--- src/rtl/ask_demod_ctrl_pkg.sv ---
// Shared state codes, sync defaults and helpers for the ASK demodulator controller.
package ask_demod_ctrl_pkg;

  localparam logic [2:0] StIdle   = 3'd0;
  localparam logic [2:0] StSettle = 3'd1;
  localparam logic [2:0] StAcq    = 3'd2;
  localparam logic [2:0] StHunt   = 3'd3;
  localparam logic [2:0] StLock   = 3'd4;

  localparam logic [15:0] DefSyncWord = 16'hEB90;
  localparam int unsigned SyncLen     = 16;

  // Append one received bit at the LSB; the oldest bit ends up at the MSB.
  function automatic logic [15:0] shift_in(input logic [15:0] sreg, input logic b);
    return {sreg[14:0], b};
  endfunction

endpackage

--- src/rtl/ask_demod_ctrl_if.sv ---
// Payload byte stream: valid/ready byte handshake plus frame and overflow pulses.
interface ask_demod_ctrl_if;
  logic [7:0] byte_data;
  logic       byte_valid;
  logic       byte_ready;
  logic       frame_done;
  logic       overflow;

  modport master (output byte_data, output byte_valid, output frame_done, output overflow,
                  input byte_ready);
  modport slave  (input byte_data, input byte_valid, input frame_done, input overflow,
                  output byte_ready);
endinterface

--- src/rtl/ask_thr_est.sv ---
// Min/max window tracker: derives the slicer threshold as the midpoint of the envelope swing.
module ask_thr_est #(
  parameter int unsigned DW       = 14,
  parameter int unsigned AcqLen   = 256,
  parameter int unsigned MinSwing = 16
) (
  input  logic                 clk,
  input  logic                 reset_n,
  input  logic                 clear_i,
  input  logic                 sample_en_i,
  input  logic signed [DW-1:0] sample_i,
  output logic                 done_o,
  output logic                 ok_o,
  output logic signed [DW-1:0] threshold_o
);
  localparam int unsigned CntW = $clog2(AcqLen);

  logic [CntW-1:0]      cnt_q, cnt_d;
  logic signed [DW-1:0] max_q, max_d, min_q, min_d, thr_q, thr_d;
  logic signed [DW:0]   swing, sum;
  logic                 first, last;

  // Track extremes over the window and evaluate the swing on its last strobe.
  always_comb begin
    first = (cnt_q == '0);
    last  = (cnt_q == CntW'(AcqLen - 1));
    max_d = max_q;
    min_d = min_q;
    cnt_d = cnt_q;
    thr_d = thr_q;
    if (sample_en_i) begin
      max_d = (first || sample_i > max_q) ? sample_i : max_q;
      min_d = (first || sample_i < min_q) ? sample_i : min_q;
      cnt_d = last ? '0 : cnt_q + CntW'(1);
    end
    if (clear_i) cnt_d = '0;
    swing  = (DW+1)'(max_d) - (DW+1)'(min_d);
    sum    = (DW+1)'(max_d) + (DW+1)'(min_d);
    done_o = sample_en_i && last && !clear_i;
    ok_o   = done_o && (swing >= $signed((DW+1)'(MinSwing)));
    // A weak window leaves the previous threshold in place.
    if (ok_o) thr_d = DW'(sum >>> 1);
  end

  // Window state and threshold register.
  always_ff @(posedge clk or negedge reset_n) begin
    if (!reset_n) begin
      cnt_q <= '0;
      max_q <= '0;
      min_q <= '0;
      thr_q <= '0;
    end else begin
      cnt_q <= cnt_d;
      max_q <= max_d;
      min_q <= min_d;
      thr_q <= thr_d;
    end
  end

  assign threshold_o = thr_q;

endmodule

--- src/rtl/ask_demod_ctrl.sv ---
// ASK acquisition/framing controller: settle, threshold acquisition, sync hunt, byte delivery.
module ask_demod_ctrl
  import ask_demod_ctrl_pkg::*;
#(
  parameter int unsigned DW         = 14,
  parameter int unsigned SettleLen  = 64,
  parameter int unsigned AcqLen     = 256,
  parameter int unsigned MinSwing   = 16,
  parameter logic [15:0] SyncWord   = DefSyncWord,
  parameter int unsigned HuntBits   = 4096,
  parameter int unsigned FrameBytes = 32,
  parameter int unsigned BitTo      = 1024
) (
  input  logic                 clk,
  input  logic                 reset_n,
  input  logic                 enable_i,
  input  logic                 sample_en_i,
  input  logic signed [DW-1:0] demod_data_i,
  input  logic                 bit_stb_i,
  input  logic                 bit_in_i,
  output logic signed [DW-1:0] threshold_o,
  output logic                 thr_valid_o,
  output logic [2:0]           state_o,
  output logic                 locked_o,
  output logic                 lock_lost_o,
  ask_demod_ctrl_if.master     byte_if
);
  localparam int unsigned SetW  = $clog2(SettleLen);
  localparam int unsigned HuntW = $clog2(HuntBits);
  localparam int unsigned ByteW = $clog2(FrameBytes);
  localparam int unsigned ToW   = $clog2(BitTo);

  logic [2:0]       state_q, state_d;
  logic [SetW-1:0]  settle_cnt_q, settle_cnt_d;
  logic [HuntW-1:0] hunt_cnt_q, hunt_cnt_d;
  logic [15:0]      sreg_q, sreg_d, sreg_n;
  logic [2:0]       bit_cnt_q, bit_cnt_d;
  logic [ByteW-1:0] byte_cnt_q, byte_cnt_d;
  logic [ToW-1:0]   to_cnt_q, to_cnt_d;
  logic             thr_valid_q, thr_valid_d;
  logic [7:0]       byte_data_q, byte_data_d;
  logic             byte_valid_q, byte_valid_d;
  logic             frame_done_q, frame_done_d;
  logic             overflow_q, overflow_d;
  logic             lock_lost_q, lock_lost_d;
  logic             in_acq, hunt_or_lock, timeout, acq_done, acq_ok;

  assign in_acq       = (state_q == StAcq);
  assign hunt_or_lock = (state_q == StHunt) || (state_q == StLock);

  ask_thr_est #(
    .DW       (DW),
    .AcqLen   (AcqLen),
    .MinSwing (MinSwing)
  ) u_thr_est (
    .clk         (clk),
    .reset_n     (reset_n),
    .clear_i     (!in_acq),
    .sample_en_i (sample_en_i && in_acq),
    .sample_i    (demod_data_i),
    .done_o      (acq_done),
    .ok_o        (acq_ok),
    .threshold_o (threshold_o)
  );

  // Next-state logic for the acquisition FSM, sync hunt and byte assembly.
  always_comb begin
    state_d      = state_q;
    settle_cnt_d = settle_cnt_q;
    hunt_cnt_d   = hunt_cnt_q;
    sreg_d       = sreg_q;
    bit_cnt_d    = bit_cnt_q;
    byte_cnt_d   = byte_cnt_q;
    thr_valid_d  = thr_valid_q;
    byte_data_d  = byte_data_q;
    byte_valid_d = byte_valid_q;
    frame_done_d = 1'b0;
    overflow_d   = 1'b0;
    lock_lost_d  = 1'b0;
    sreg_n       = shift_in(sreg_q, bit_in_i);
    // A strobe on the expiry cycle still counts as activity.
    timeout      = hunt_or_lock && !bit_stb_i && (to_cnt_q == ToW'(BitTo - 1));
    to_cnt_d     = (hunt_or_lock && !bit_stb_i) ? to_cnt_q + ToW'(1) : '0;

    if (byte_valid_q && byte_if.byte_ready) byte_valid_d = 1'b0;

    case (state_q)
      StIdle: begin
        if (enable_i) begin
          state_d      = StSettle;
          settle_cnt_d = '0;
        end
      end
      StSettle: begin
        if (sample_en_i) begin
          if (settle_cnt_q == SetW'(SettleLen - 1)) begin
            state_d      = StAcq;
            settle_cnt_d = '0;
          end else begin
            settle_cnt_d = settle_cnt_q + SetW'(1);
          end
        end
      end
      StAcq: begin
        // A failed window simply restarts inside the estimator.
        if (acq_done && acq_ok) begin
          state_d     = StHunt;
          thr_valid_d = 1'b1;
          hunt_cnt_d  = '0;
          sreg_d      = '0;
        end
      end
      StHunt: begin
        if (timeout) begin
          state_d     = StAcq;
          lock_lost_d = 1'b1;
        end else if (bit_stb_i) begin
          sreg_d     = sreg_n;
          hunt_cnt_d = hunt_cnt_q + HuntW'(1);
          if (sreg_n == SyncWord && hunt_cnt_q >= HuntW'(SyncLen - 1)) begin
            state_d    = StLock;
            bit_cnt_d  = '0;
            byte_cnt_d = '0;
          end else if (hunt_cnt_q == HuntW'(HuntBits - 1)) begin
            state_d = StAcq;
          end
        end
      end
      StLock: begin
        if (timeout) begin
          state_d     = StAcq;
          lock_lost_d = 1'b1;
          bit_cnt_d   = '0;
        end else if (bit_stb_i) begin
          sreg_d    = sreg_n;
          bit_cnt_d = bit_cnt_q + 3'd1;
          if (bit_cnt_q == 3'd7) begin
            // Loading on the acceptance cycle is allowed; otherwise the new byte is lost.
            if (!byte_valid_q || byte_if.byte_ready) begin
              byte_data_d  = sreg_n[7:0];
              byte_valid_d = 1'b1;
            end else begin
              overflow_d = 1'b1;
            end
            byte_cnt_d = byte_cnt_q + ByteW'(1);
            if (byte_cnt_q == ByteW'(FrameBytes - 1)) begin
              frame_done_d = 1'b1;
              state_d      = StHunt;
              hunt_cnt_d   = '0;
              byte_cnt_d   = '0;
              bit_cnt_d    = '0;
            end
          end
        end
      end
      default: state_d = StIdle;
    endcase

    if (!enable_i) begin
      state_d      = StIdle;
      settle_cnt_d = '0;
      hunt_cnt_d   = '0;
      bit_cnt_d    = '0;
      byte_cnt_d   = '0;
      to_cnt_d     = '0;
      thr_valid_d  = 1'b0;
      byte_valid_d = 1'b0;
      frame_done_d = 1'b0;
      overflow_d   = 1'b0;
      lock_lost_d  = 1'b0;
    end
  end

  // Controller state registers.
  always_ff @(posedge clk or negedge reset_n) begin
    if (!reset_n) begin
      state_q      <= StIdle;
      settle_cnt_q <= '0;
      hunt_cnt_q   <= '0;
      sreg_q       <= '0;
      bit_cnt_q    <= '0;
      byte_cnt_q   <= '0;
      to_cnt_q     <= '0;
      thr_valid_q  <= 1'b0;
      byte_data_q  <= '0;
      byte_valid_q <= 1'b0;
      frame_done_q <= 1'b0;
      overflow_q   <= 1'b0;
      lock_lost_q  <= 1'b0;
    end else begin
      state_q      <= state_d;
      settle_cnt_q <= settle_cnt_d;
      hunt_cnt_q   <= hunt_cnt_d;
      sreg_q       <= sreg_d;
      bit_cnt_q    <= bit_cnt_d;
      byte_cnt_q   <= byte_cnt_d;
      to_cnt_q     <= to_cnt_d;
      thr_valid_q  <= thr_valid_d;
      byte_data_q  <= byte_data_d;
      byte_valid_q <= byte_valid_d;
      frame_done_q <= frame_done_d;
      overflow_q   <= overflow_d;
      lock_lost_q  <= lock_lost_d;
    end
  end

  assign thr_valid_o        = thr_valid_q;
  assign state_o            = state_q;
  assign locked_o           = (state_q == StLock);
  assign lock_lost_o        = lock_lost_q;
  assign byte_if.byte_data  = byte_data_q;
  assign byte_if.byte_valid = byte_valid_q;
  assign byte_if.frame_done = frame_done_q;
  assign byte_if.overflow   = overflow_q;

endmodule

--- src/flat_wrapper.sv ---
// flat-port wrapper written by rule: the top's interface ports become plain ports
module ask_demod_ctrl_flat import ask_demod_ctrl_pkg::*;
#(
  parameter int unsigned DW         = 14,
  parameter int unsigned SettleLen  = 64,
  parameter int unsigned AcqLen     = 256,
  parameter int unsigned MinSwing   = 16,
  parameter logic [15:0] SyncWord   = DefSyncWord,
  parameter int unsigned HuntBits   = 4096,
  parameter int unsigned FrameBytes = 32,
  parameter int unsigned BitTo      = 1024
)
  (clk, reset_n, enable_i, sample_en_i, demod_data_i, bit_stb_i, bit_in_i, threshold_o, thr_valid_o, state_o, locked_o, lock_lost_o, byte_if_byte_data, byte_if_byte_valid, byte_if_frame_done, byte_if_overflow, byte_if_byte_ready);
  ask_demod_ctrl_if byte_if_i ();
  input  logic clk;
  input  logic reset_n;
  input  logic enable_i;
  input  logic sample_en_i;
  input  logic signed [DW-1:0] demod_data_i;
  input  logic bit_stb_i;
  input  logic bit_in_i;
  output logic signed [DW-1:0] threshold_o;
  output logic thr_valid_o;
  output logic [2:0] state_o;
  output logic locked_o;
  output logic lock_lost_o;
  output wire logic [$bits(byte_if_i.byte_data)-1:0] byte_if_byte_data;
  output wire logic [$bits(byte_if_i.byte_valid)-1:0] byte_if_byte_valid;
  output wire logic [$bits(byte_if_i.frame_done)-1:0] byte_if_frame_done;
  output wire logic [$bits(byte_if_i.overflow)-1:0] byte_if_overflow;
  input wire logic [$bits(byte_if_i.byte_ready)-1:0] byte_if_byte_ready;
  assign byte_if_byte_data = byte_if_i.byte_data;
  assign byte_if_byte_valid = byte_if_i.byte_valid;
  assign byte_if_frame_done = byte_if_i.frame_done;
  assign byte_if_overflow = byte_if_i.overflow;
  assign byte_if_i.byte_ready = byte_if_byte_ready;
  ask_demod_ctrl #(.DW(DW), .SettleLen(SettleLen), .AcqLen(AcqLen), .MinSwing(MinSwing), .SyncWord(SyncWord), .HuntBits(HuntBits), .FrameBytes(FrameBytes), .BitTo(BitTo)) u_core (.clk(clk), .reset_n(reset_n), .enable_i(enable_i), .sample_en_i(sample_en_i), .demod_data_i(demod_data_i), .bit_stb_i(bit_stb_i), .bit_in_i(bit_in_i), .threshold_o(threshold_o), .thr_valid_o(thr_valid_o), .state_o(state_o), .locked_o(locked_o), .lock_lost_o(lock_lost_o), .byte_if(byte_if_i));
endmodule
--- config.mk ---
export PLATFORM = sky130hd
export DESIGN_NAME = ask_demod_ctrl_flat
export DESIGN_NICKNAME = d
export VERILOG_FILES = /design/src/rtl/ask_demod_ctrl_pkg.sv /design/src/rtl/ask_demod_ctrl_if.sv /design/src/rtl/ask_thr_est.sv /design/src/rtl/ask_demod_ctrl.sv /design/src/flat_wrapper.sv
export SDC_FILE = /design/constraint.sdc
export NUM_CORES = 1
export LEC_CHECK = 0
export BUFFER_PORTS_ARGS = -buffer_cell sky130_fd_sc_hd__buf_2
export CORE_MARGIN = 2
export CORE_UTILIZATION = 50
export CTS_BUF_LIST = sky130_fd_sc_hd__clkbuf_4 sky130_fd_sc_hd__clkbuf_8
export CTS_CLUSTER_SIZE = 8
export DETAILED_ROUTE_END_ITERATION = 16
export PLACE_DENSITY = 0.79
export SYNTH_ARGS = -nofsm -noshare
export SYNTH_HDL_FRONTEND = slang
export SYNTH_HIERARCHICAL = 1
export SYNTH_SLANG_ARGS = --single-unit
--- constraint.sdc ---
create_clock -name clk -period 8.3 [get_ports clk]
set_input_delay 1.245 -clock clk [delete_from_list [all_inputs] [get_ports clk]]
set_output_delay 1.245 -clock clk [all_outputs]
set_load 0.005 [all_outputs]
==> impl_metrics.csv <==
group,metric,value,unit
run_status,status,"completed",
floorplan,io_pins,52,
clock_network,numCtsBuffers,17,
floorplan,die_area,16600,µm²
clock_network,cts_buffer_depth,2,
setup_path,slowest_stage,"a2111oi_1",
yosys,synth_fp_nets,928,
placed_design,portBuffers,51,
clock_network,cts_tree,"done",
grt,grt_max_degree,73,
yosys,synth-simple-area-share,20.6,%
finish,final_cells,1081,
clock_network,insertion_delay,0.45,ns
timing,period_needed,7.26,ns
setup_path,timing.rr.start,"u_core/u_thr_est/max_q[1]",
route,initialDrtViolationCount,489,
timing,tightest_slew,0.962,ns
timing,max_freq,0.138,GHz
clock_network,clkSinkCount,117,
route,wire_per_inst,15.6,µm
setup_path,crit_path_start_kind,"input port",
timing,slew_viol_final,0,
grt,grt_overflow,0,
floorplan,fp-row-count,45,
power_and_ir_drop,p_per_area,348,nW/µm²
setup_path,worstSetupPathType,"in2reg",
finish,diodes,0,
finish,final_nets,966,
yosys,ys_ff_latch,117,
floorplan,die_h,129,µm
finish,drive_above_1_share,17.0,%
finish,fin_util,56.3,%
placed_design,gp_congestion,0.908,
clock_network,cts_hold_buf,0,
route,ant_nets,0,
timing,max_slew_margin,35.9,%
finish,area_growth,9.88,%
setup_path,cp-startpoint,"demod_data_i[1]",
setup_path,slowest_delay,0.63,ns
route,via_per_inst,5.87,
timing,worst_clock_skew,0.0107,ns
yosys,synthXorXnorAreaFrac,2.59,%
run,drv_cap,0,
clock_network,cts.repair.resized,0,
floorplan,initial_core_util,51.2,%
setup_path,crit_top_cell,"o21a_1",
yosys,seq_area_frac_synth,37.6,%
power_and_ir_drop,vdd_drop_max,0.180,mV
route,drt_drc_violations_left,0,
yosys,synth_edf_count,0,
finish,mostFrequentLayoutCells,"117 x dfrtp_1, 66 x inv_1, 65 x nand2_1",
min_path,worstHoldStart,"u_core/byte_cnt_q[3]",
yosys,synth_cell_types,81,
power_and_ir_drop,finalPower,2980,µW
timing,hold_viol,0,
setup_path,cp_max_fo,16,
timing,tns,0,ns
grt,grt_pass1_vias,6091,
power_and_ir_drop,leakage,0.00408,µW
route,routed_wl,16800,µm
setup_path,cp.arrival,7.59,ns
placed_design,dp_hpwl,12200,µm
timing,rsz0062_at_grt,"no",
yosys,synthArstFlopShare,100,%
setup_path,worstPathCellList,"buf_2, ha_1, nor2b_1, o21a_1, o21a_1, o21ai_0, a2111oi_0, a21o_1, o21ai_1, mux2_2, ha_1, nor2b_1, a2111oi_1, o21bai_1, mux2i_1, a2111oi_0, o2111ai_2, and4_1, a21o_1, a32oi_1, o21a_1, nand2b_1, o31ai_1",
clock_network,htree_num_levels,4,
yosys,yosys_warnings,6,
finish,final_common_cell,"dfrtp_1",
clock_network,clockRootBuffer,"clkbuf_8",
grt,grt_pass1_wl,28600,µm
clock_network,clkTransAtPathRegs,0.08,ns
placed_design,dpl.cell_count,1049,
min_path,hold_class,"reg2reg",
grt,antenna_found_initial,0,
yosys,synthMuxAreaShare,6.76,%
route,firstDrtPassIters,5,
timing,setup_violations,0,
setup_path,endpoint_kind,"flop",
yosys,synth_compound_area_share,16.4,%
floorplan,core,15200,µm²
yosys,synth_area,7790,µm²
timing,period_share,87.5,%
grt,grt.total_usage,21.4,%
floorplan,die_w,129,µm
yosys,postSynthCellCount,842,
yosys,ys.flop_type,"dfrtp_1",
clock_network,post_cts_buffers,0,
yosys,synthAdderAreaFrac,10.5,%
yosys,avgSynthCellArea,9.25,µm²
route,vias,6350,
setup_path,critPathRequiredTime,8.63,ns
yosys,synth_top_family_by_area,"simple AND/OR/NAND/NOR gates",
-- path summary, 6_finish.rpt --
| path | to | slack, ns | cells past startpoint |
|---|---|---|---|
| max | u_core/hunt_cnt_q[6] | 1.04 | 23 |
| min | u_core/byte_cnt_q[3] | 0.47 | 1 |
| max reg2reg | u_core/hunt_cnt_q[6] | 1.59 | 23 |
| min reg2reg | u_core/byte_cnt_q[3] | 0.47 | 1 |
| max in group asynchronous | u_core/sreg_q[11] | 6.18 | 2 |
| min in group asynchronous | u_core/u_thr_est/max_q[7] | 0.77 | 1 |
-- logic make-up after synthesis --
kind of cell | count (synthesis)
AOI/OAI and AO/OA | 191
xor gates and xnor gates | 23
adders and majority gates | 65
buffers and inverters | 104
DFF | 117
muxes | 45
and+or+nand+nor | 297
-- critical path, delay by kind of cell --
family                   cells  cell delay [ns]
AND/OR/NAND/NOR              4             0.78
multiplexers                 2             0.62
buffers and inverters        1             0.12
adder cells (fa/ha/maj)      2             0.81
AO/OA/AOI/OAI               14             4.01
-- synthesized netlist by cell type (all sizes together), types with 7 or more instances --
library cell	number	area, µm²
xor2	12	105
o21a	7	52.6
mux2	37	447
mux2i	8	80.1
nor3	20	121
and3	25	161
nand3	50	265
dfrtp	117	2930
o22a	14	123
ha	64	801
o31ai	8	60.1
nor2b	8	50.1
a21oi	21	105
o211ai	18	135
a21o	16	120
nor2	60	238
a31oi	13	81.3
inv	68	260
nor4	9	56.3
nand4	11	83.8
nand2	66	255
buf	12	81.3
xnor2	11	96.3
clkbuf	24	91.3
o21ai	62	314
or3	15	93.8
-- final cells by class --
cell class                 count  area [µm²]
multi-input combinational    621        4430
clock buffer                  20         263
fill                        1325        6640
sequential                   117        2930
inverter                      68         260
timing repair buffer          55         288
tap                          188         235
clock inverter                12         154
-- stage by stage --
step	hold slack, ns	cell area [µm²]	setup slack (ns)
finish	0.466	8560	1.04
global placement	0.465	8140	0.758
global route	0.494	8560	0.432
detailed placement	0.461	8140	0.629
CTS	0.471	8560	1.11
floorplan	0.439	7790	1.70
-- metal layers --
metal  up-vias  share of wire (%)  GRT usage (%)
met5         -                  0              0
met4         0                2.0           6.91
met3        30                5.3           6.65
met2       161                 46           34.6
met1      3044                 46           27.4
li1       3115                  -              -
-- state kept, by name, indices dropped and copies added, names as in the netlist, 6 cells and up --
name	cells
u_core/u_thr_est/threshold_o	14
u_core/to_cnt_q	10
u_core/u_thr_est/cnt_q	8
u_core/byte_if.byte_data	8
u_core/settle_cnt_q	6
u_core/hunt_cnt_q	12
u_core/u_thr_est/min_q	14
u_core/u_thr_est/max_q	14
u_core/sreg_q	15
-- where the power goes --
group	internal (µW)	switching [µW]	total, µW
sequential	678	81.2	759
combinational	679	979	1660
clock	311	247	558
total	1670	1310	2980
Power figures use the tool's default switching activity.
